==> config.mk <==
export PLATFORM = sky130hd
export DESIGN_NAME = dcache_fill_fsm_flat
export DESIGN_NICKNAME = d
export VERILOG_FILES = /design/src/rtl/dcache_fill_fsm_if.sv /design/src/rtl/dcache_fill_fsm.sv /design/src/flat_wrapper.sv
export SDC_FILE = /design/constraint.sdc
export NUM_CORES = 1
export LEC_CHECK = 0
export CAP_MARGIN = 5
export CORE_MARGIN = 2
export CORE_UTILIZATION = 33
export DETAILED_ROUTE_END_ITERATION = 7
export HOLD_SLACK_MARGIN = 0.1
export PLACE_DENSITY = 0.88
export SLEW_MARGIN = 30
export SYNTH_ARGS = -nofsm -noshare
export SYNTH_HDL_FRONTEND = slang
export SYNTH_SLANG_ARGS = --single-unit
==> constraint.sdc <==
create_clock -name clk -period 2.2 [get_ports clk]
set_clock_uncertainty 0.15 [all_clocks]
set_input_delay 0.66 -clock clk [delete_from_list [all_inputs] [get_ports clk]]
set_output_delay 0.66 -clock clk [all_outputs]
set_load 0.03 [all_outputs]
==> src/rtl/dcache_fill_fsm_if.sv <==
// dcache_fill_fsm_if: miss request, memory port and array write bundle for the dcache fill FSM
interface dcache_fill_fsm_if;
  logic        miss_detected;
  logic [15:0] miss_address;
  logic        fsm_busy;
  logic        mem_read_en;
  logic [15:0] memory_address;
  logic [15:0] memory_data;
  logic        memory_data_valid;
  logic [6:0]  block_index;
  logic        write_data_array;
  logic [7:0]  word_enable;
  logic [15:0] cache_data_out;
  logic        write_tag_array;
  logic [7:0]  meta_data_out;
  logic        fill_done;
  modport master (
    input  miss_detected, miss_address, memory_data, memory_data_valid,
    output fsm_busy, mem_read_en, memory_address, block_index, write_data_array,
           word_enable, cache_data_out, write_tag_array, meta_data_out, fill_done
  );
  modport slave (
    output miss_detected, miss_address, memory_data, memory_data_valid,
    input  fsm_busy, mem_read_en, memory_address, block_index, write_data_array,
           word_enable, cache_data_out, write_tag_array, meta_data_out, fill_done
  );
endinterface

==> src/rtl/dcache_fill_fsm.sv <==
// dcache_fill_fsm: fetches a 16-byte block on a miss, writes it word by word, then writes valid+tag
module dcache_fill_fsm #(
  parameter int WORDS_PER_BLOCK = 8,
  parameter int MEM_LATENCY     = 4
) (
  input logic               clk,
  input logic               rst,
  dcache_fill_fsm_if.master bus
);
  typedef enum logic [1:0] {IDLE, FILL, WRITE_TAG} state_t;
  state_t      r_state;
  logic [3:0]  r_issue_cnt;
  logic [2:0]  r_ret_cnt;
  logic [11:0] r_blk;
  logic        w_fill;
  logic        w_req;
  logic        w_wr;
  if (WORDS_PER_BLOCK != 8 || MEM_LATENCY < 1) begin : g_bad_cfg
    $error("dcache_fill_fsm: unsupported configuration");
  end
  always_ff @(posedge clk)
    if (rst) begin
      r_state     <= IDLE;
      r_issue_cnt <= '0;
      r_ret_cnt   <= '0;
      r_blk       <= '0;
    end else begin
      case (r_state)
        IDLE:
          if (bus.miss_detected) begin
            r_blk       <= bus.miss_address[15:4];
            r_issue_cnt <= '0;
            r_ret_cnt   <= '0;
            r_state     <= FILL;
          end
        FILL: begin
          if (w_req) r_issue_cnt <= r_issue_cnt + 4'd1;
          if (w_wr) r_ret_cnt <= r_ret_cnt + 3'd1;
          if (w_wr && r_ret_cnt == 3'd7) r_state <= WRITE_TAG;
        end
        default: r_state <= IDLE;
      endcase
    end
  always_comb begin
    w_fill               = r_state == FILL;
    w_req                = w_fill && r_issue_cnt < 4'(WORDS_PER_BLOCK);
    w_wr                 = w_fill && bus.memory_data_valid;
    bus.fsm_busy         = r_state != IDLE;
    bus.mem_read_en      = w_req;
    bus.memory_address   = w_req ? {r_blk, r_issue_cnt[2:0], 1'b0} : 16'h0;
    bus.block_index      = r_blk[6:0];
    bus.write_data_array = w_wr;
    bus.word_enable      = w_wr ? 8'b1 << r_ret_cnt : 8'h0;
    bus.cache_data_out   = bus.memory_data;
    bus.write_tag_array  = r_state == WRITE_TAG;
    bus.fill_done        = r_state == WRITE_TAG;
    bus.meta_data_out    = {3'b100, r_blk[11:7]};
  end
endmodule

==> src/flat_wrapper.sv <==
// flat-port wrapper written by rule: the top's interface ports become plain ports
module dcache_fill_fsm_flat 
#(
  parameter int WORDS_PER_BLOCK = 8,
  parameter int MEM_LATENCY     = 4
)
  (clk, rst, bus_miss_detected, bus_miss_address, bus_memory_data, bus_memory_data_valid, bus_fsm_busy, bus_mem_read_en, bus_memory_address, bus_block_index, bus_write_data_array, bus_word_enable, bus_cache_data_out, bus_write_tag_array, bus_meta_data_out, bus_fill_done);
  dcache_fill_fsm_if bus_i ();
  input logic clk;
  input logic rst;
  input wire logic [$bits(bus_i.miss_detected)-1:0] bus_miss_detected;
  input wire logic [$bits(bus_i.miss_address)-1:0] bus_miss_address;
  input wire logic [$bits(bus_i.memory_data)-1:0] bus_memory_data;
  input wire logic [$bits(bus_i.memory_data_valid)-1:0] bus_memory_data_valid;
  output wire logic [$bits(bus_i.fsm_busy)-1:0] bus_fsm_busy;
  output wire logic [$bits(bus_i.mem_read_en)-1:0] bus_mem_read_en;
  output wire logic [$bits(bus_i.memory_address)-1:0] bus_memory_address;
  output wire logic [$bits(bus_i.block_index)-1:0] bus_block_index;
  output wire logic [$bits(bus_i.write_data_array)-1:0] bus_write_data_array;
  output wire logic [$bits(bus_i.word_enable)-1:0] bus_word_enable;
  output wire logic [$bits(bus_i.cache_data_out)-1:0] bus_cache_data_out;
  output wire logic [$bits(bus_i.write_tag_array)-1:0] bus_write_tag_array;
  output wire logic [$bits(bus_i.meta_data_out)-1:0] bus_meta_data_out;
  output wire logic [$bits(bus_i.fill_done)-1:0] bus_fill_done;
  assign bus_i.miss_detected = bus_miss_detected;
  assign bus_i.miss_address = bus_miss_address;
  assign bus_i.memory_data = bus_memory_data;
  assign bus_i.memory_data_valid = bus_memory_data_valid;
  assign bus_fsm_busy = bus_i.fsm_busy;
  assign bus_mem_read_en = bus_i.mem_read_en;
  assign bus_memory_address = bus_i.memory_address;
  assign bus_block_index = bus_i.block_index;
  assign bus_write_data_array = bus_i.write_data_array;
  assign bus_word_enable = bus_i.word_enable;
  assign bus_cache_data_out = bus_i.cache_data_out;
  assign bus_write_tag_array = bus_i.write_tag_array;
  assign bus_meta_data_out = bus_i.meta_data_out;
  assign bus_fill_done = bus_i.fill_done;
  dcache_fill_fsm #(.WORDS_PER_BLOCK(WORDS_PER_BLOCK), .MEM_LATENCY(MEM_LATENCY)) u_core (.clk(clk), .rst(rst), .bus(bus_i));
endmodule
### Word level (Yosys, flattened, before mapping)

Index checks and enable logic that the tools add are counted.

| storage, ports and cells | value |
|---|---|
| RAM bits | 0 |
| input port bits | 36 |
| logic and storage cells | 36 |
| latch bits | 0 |
| flip-flop bits (word level) | 21 |
| ROM bits | 0 |
| memories kept | 0 |
| output and inout port bits | 60 |

| operators by class | value |
|---|---|
| multiplexer cells | 11 |
| magnitude comparators | 1 |
| $mul | 0 |
| reduce and logical (&&, ||, !) cells | 10 |
| shift operators | 1 |
| bitwise logic cells | 0 |
| add/sub/neg operators | 2 |
| div/mod/pow operators | 0 |
| equal/unequal tests | 7 |

Operators with widths:

| operator | number |
|---|---|
| $mux 16 | 1 |
| $mux 4 | 2 |
| $mux 8 | 1 |
| $ne 2x2->1 const B | 4 |
| $pmux 4 s2 | 1 |
| $shl 1x3->8 const A | 1 |
| $mux 3 | 2 |
| $pmux 3 s2 | 1 |
| $reduce_and 3->1 | 2 |
| $add 4x1->4 const B | 1 |
| $lt 4x4->1 const B | 1 |
| $mux 2 | 2 |
| $pmux 2 s2 | 1 |
| $reduce_and 2->1 | 2 |
| $reduce_bool 2->1 | 2 |
| $add 3x1->3 const B | 1 |
| $eq 3x3->1 const B | 1 |
| $logic_and 1x1->1 | 3 |
| $eq 2x1->1 const B | 1 |
| $eq 2x2->1 const B | 1 |
| $logic_not 2->1 | 1 |

### Logic depth before layout (Yosys ltp)

| depth | value |
|---|---|
| word-level depth | 5 |
| depth in mapped cells | 5 |
| gate-level depth less buffers | 5 |

### Worst setup path after synthesis

OpenSTA, ideal clock, no wires.

| timing | value |
|---|---|
| kind | input to output |
| start | in bus_memory_data_valid |
| end | out bus_word_enable[0] |
| buffers on the path | 1 |
| stages on the path | 4 |
| arrival | 1.464 ns |
| slack | -0.074 ns |
| required time | 1.390 ns |
| path through | nand3b_1 -> inv_1 -> buf_2 -> and3_1 |

| between the ends | value |
|---|---|
| word-level cells in the longest chain between the ends | 2 |

Ends and longest elaborated chain:

| element | RTL line | RTL |
|---|---|---|
| start, declared | flat_wrapper.sv:14 | `input wire logic [$bits(bus_i.memory_data_valid)-1:0] bus_memory_data_valid;` |
| $logic_and 1x1->1 | dcache_fill_fsm.sv:47 | `w_wr = w_fill && bus.memory_data_valid;` |
| named net bus_write_data_array | flat_wrapper.sv:19 | `output wire logic [$bits(bus_i.write_data_array)-1:0] bus_write_data_array;` |
| $mux 8 | dcache_fill_fsm.sv:53 | `bus.word_enable = w_wr ? 8'b1 << r_ret_cnt : 8'h0;` |
| end, declared | flat_wrapper.sv:20 | `output wire logic [$bits(bus_i.word_enable)-1:0] bus_word_enable;` |

The timed path passes the listed nets, and every way through them passes these cells.

### Worst setup path in the final report

| timing | value |
|---|---|
| start | in bus_memory_data_valid |
| end | out bus_word_enable[6] |

| between the ends | value |
|---|---|
| word-level cells in the longest chain between the ends | 2 |

Ends and longest elaborated chain:

| element | RTL line |
|---|---|
| $logic_and 1x1->1 | dcache_fill_fsm.sv:47 |
| $mux 8 | dcache_fill_fsm.sv:53 |

Every way passes these cells.

==> flow_summary.yaml <==
clock_network:
  cts-root-buf: "clkbuf_8"
  clk_pin_slew_ps: 70
  cts_buffers: 3
  htreeDepth: 1
  clockBufferDepth: 2
  clock_latency_ps: 250
  cts.sinks: 21
  cts_tree: "done"
finish:
  drive_above_1_share_pct: 39.1
  syn2layout_area_growth_pct: 63.2
  fin_cells: 255
  num-nets-final: 251
  fillers: 305
  antenna_cells: 0
yosys:
  yosys_register_bits: 21
  ys_types: 28
  yosys-top-cells-count: "nand2_1 (28), buf_4 (21), dfxtp_1 (21)"
  post-synth-top-count-cell: "nand2_1"
  ys_warn_count: 0
  ys.flop_type: "dfxtp_1"
  synth_top_area_share_pct: 34.4
  syn_area_um2: 1220
  yosysSeqAreaShare_pct: 34.4
  synthCells: 152
  synth-async-reset-ratio_pct: 0
  syn_avg_cell_area_um2: 8.03
  synth_edf_count: 0
  yosysTopAreaCell: "dfxtp_1"
  yosys-top-cells-area: "dfxtp_1 (34%), buf_4 (13%), and2_1 (8.7%)"
sta:
  min_period_over_period_pct: 102
  hold_viol_final: 0
  finalMaxSlewViolations: 0
  setup_ws_ps: -51.8
  rsz0062_at_grt: "true"
  layout_min_cycle_time_ps: 2250
  fin_setup_tns_ps: -380
  finalHoldWorstSlack_ps: 320
  setup_viol: 16
  max_freq_mhz: 444
route:
  drc: 0
  wirelength_mm: 2.96
  dr.pass1.iters: 4
  antenna_left: 0
  vias_per_cell: 4.53
  dr_total_vias: 1154
  drt-initial-drc-count: 31
  wl_per_cell_um: 11.6
pwr:
  pwr-share-seq_pct: 45.3
  leakagePower_uw: 0.000876
  p_int_uw: 650
  p_switching_uw: 257
  swShare_pct: 28.3
  pwr-share-clk_pct: 26.8
  power.density_nw_per_um2: 455
  vdd_drop_max_uv: 367
  p_comb_share_pct: 27.9
placed_design:
  portBuffers: 55
  pre_cts_ws_ps: -432
  dp_hpwl_mm: 2.09
  dp.cells: 240
  routabilityCongestion: 0.734
job:
  cap_viol_max_count: 0
global_route:
  grt_use_total_pct: 13.5
  use_met1_pct: 17.0
  grt_pass1_vias: 1012
  grt-busiest-layer: "met2"
  grt_max_degree: 15
  grtUsageMet2_pct: 22.4
  grt_pass1_wl_mm: 4.51
  grt_antenna_before_repair: 0
  overflow: 0
  gr-usage-met3_pct: 3.65
die:
  io_pins: 96
  rows: 22
  die_x_um: 64.8
  coreArea_um2: 3610
  die-area_um2: 4200
  start_util_pct: 33.9
  dieHeight_um: 64.8
worst_setup_path:
  worstPathArrival_ps: 1440
  worstPathRequired_ps: 1390
  worstPathMaxFanout: 5
  start_kind: "input port"
  path_class: "in2out"
  end_kind: "output pin"
hold_path:
  holdCritPathClass: "reg2reg"
run_status:
  status: "finished with violations"
  violations: "setup timing"
area by class of cell:
class	count	area [µm²]	share of cell area [%]
Multi-Input combinational cell	100	668	33.5
Sequential cell	21	425	21.3
Clock buffer	4	45.0	2.26
Timing Repair Buffer	77	772	38.7
Timing Repair inverter	1	7.51	0.377
Inverter	4	15.0	0.753
Tap cell	48	60.1	3.01
worst max-delay path, stage by stage:
cell	delay (ps)
buf_6	90
nand3b_1	180
clkinvlp_4	180
and3_4	190
buf_6	130
path summary, 6_finish.rpt:
check / start / to / slack, ps / cells after the start
hold / removal: u_core.r_blk[4] / u_core.r_blk[4] / 320 / 2
hold reg to reg: u_core.r_blk[4] / u_core.r_blk[4] / 320 / 2
setup reg to reg: u_core.r_state[0] / u_core.r_ret_cnt[2] / 430 / 7
setup / recovery: bus_memory_data_valid / bus_word_enable[6] / -50 / 5
kinds of logic (layout without fill, tap and decap cells):
family | Yosys count | in the layout | share of synthesized area, %
xor+xnor | 1 | 1 | 0.717
fa+ha+maj | 7 | 7 | 7.17
flops | 21 | 21 | 34.4
simple gates | 69 | 69 | 31.0
other cells | 2 | 4 | 0.615
compound gates | 19 | 19 | 8.30
buf+inv | 33 | 86 | 17.7
sequential cells by signal, indices dropped and copies added (netlist names):
signal              cells
u_core.r_blk           12
u_core.r_issue_cnt      4
u_core.r_ret_cnt        3
u_core.r_state          2
routing by layer:
metal | routed length [µm] | share of wire (%)
met1 | 1260 | 43
met2 | 1480 | 50
met3 | 186 | 6.3
met4 | 25 | 0.85
met5 | 0 | 0
repair_timing:
action | in CTS | in global routing
hold endpoints to repair | 0 | 0
cloned | 1 | 1
pin swaps | 11 | 6
endpoints found under the setup margin | 27 | 23
gates resized for setup | 50 | 16
setup buffers | 6 | 4
hold buffers | 0 | 0
power by group through the flow:
| stage | clock network [µW] | registers [µW] | logic (µW) |
|---|---|---|---|
| final | 243 | 411 | 253 |
| after global routing | 270 | 414 | 270 |
| after CTS | 252 | 411 | 235 |
| after detailed placement | 0 | 419 | 213 |
| after global placement | 0 | 418 | 211 |
| after floorplan | 0 | 442 | 153 |
through the flow:
| step | instance area [µm²] | util, % | total power [µW] |
|---|---|---|---|
| floorplan | 1240 | - | 595 |
| global placement | 1700 | 47.1 | 629 |
| detailed placement | 1700 | 47.1 | 632 |
| CTS | 1930 | 53.6 | 898 |
| global route | 1990 | 55.3 | 954 |
| finish | 1990 | 55.3 | 907 |
cell usage in the layout, fill, tap and decap left out, types with 2 or more instances in the layout:
cell,instances
nand3b_1,2
clkdlybuf4s50_1,26
and2_4,16
and3_4,6
dlygate4sd2_1,3
inv_1,3
dfxtp_1,19
conb_1,4
a21oi_1,16
clkbuf_8,3
nor3_1,2
buf_6,30
nor2b_1,2
ha_1,7
buf_4,17
nand2_1,28
nand3_1,3
No activity file was read; power rests on OpenSTA's default activity.
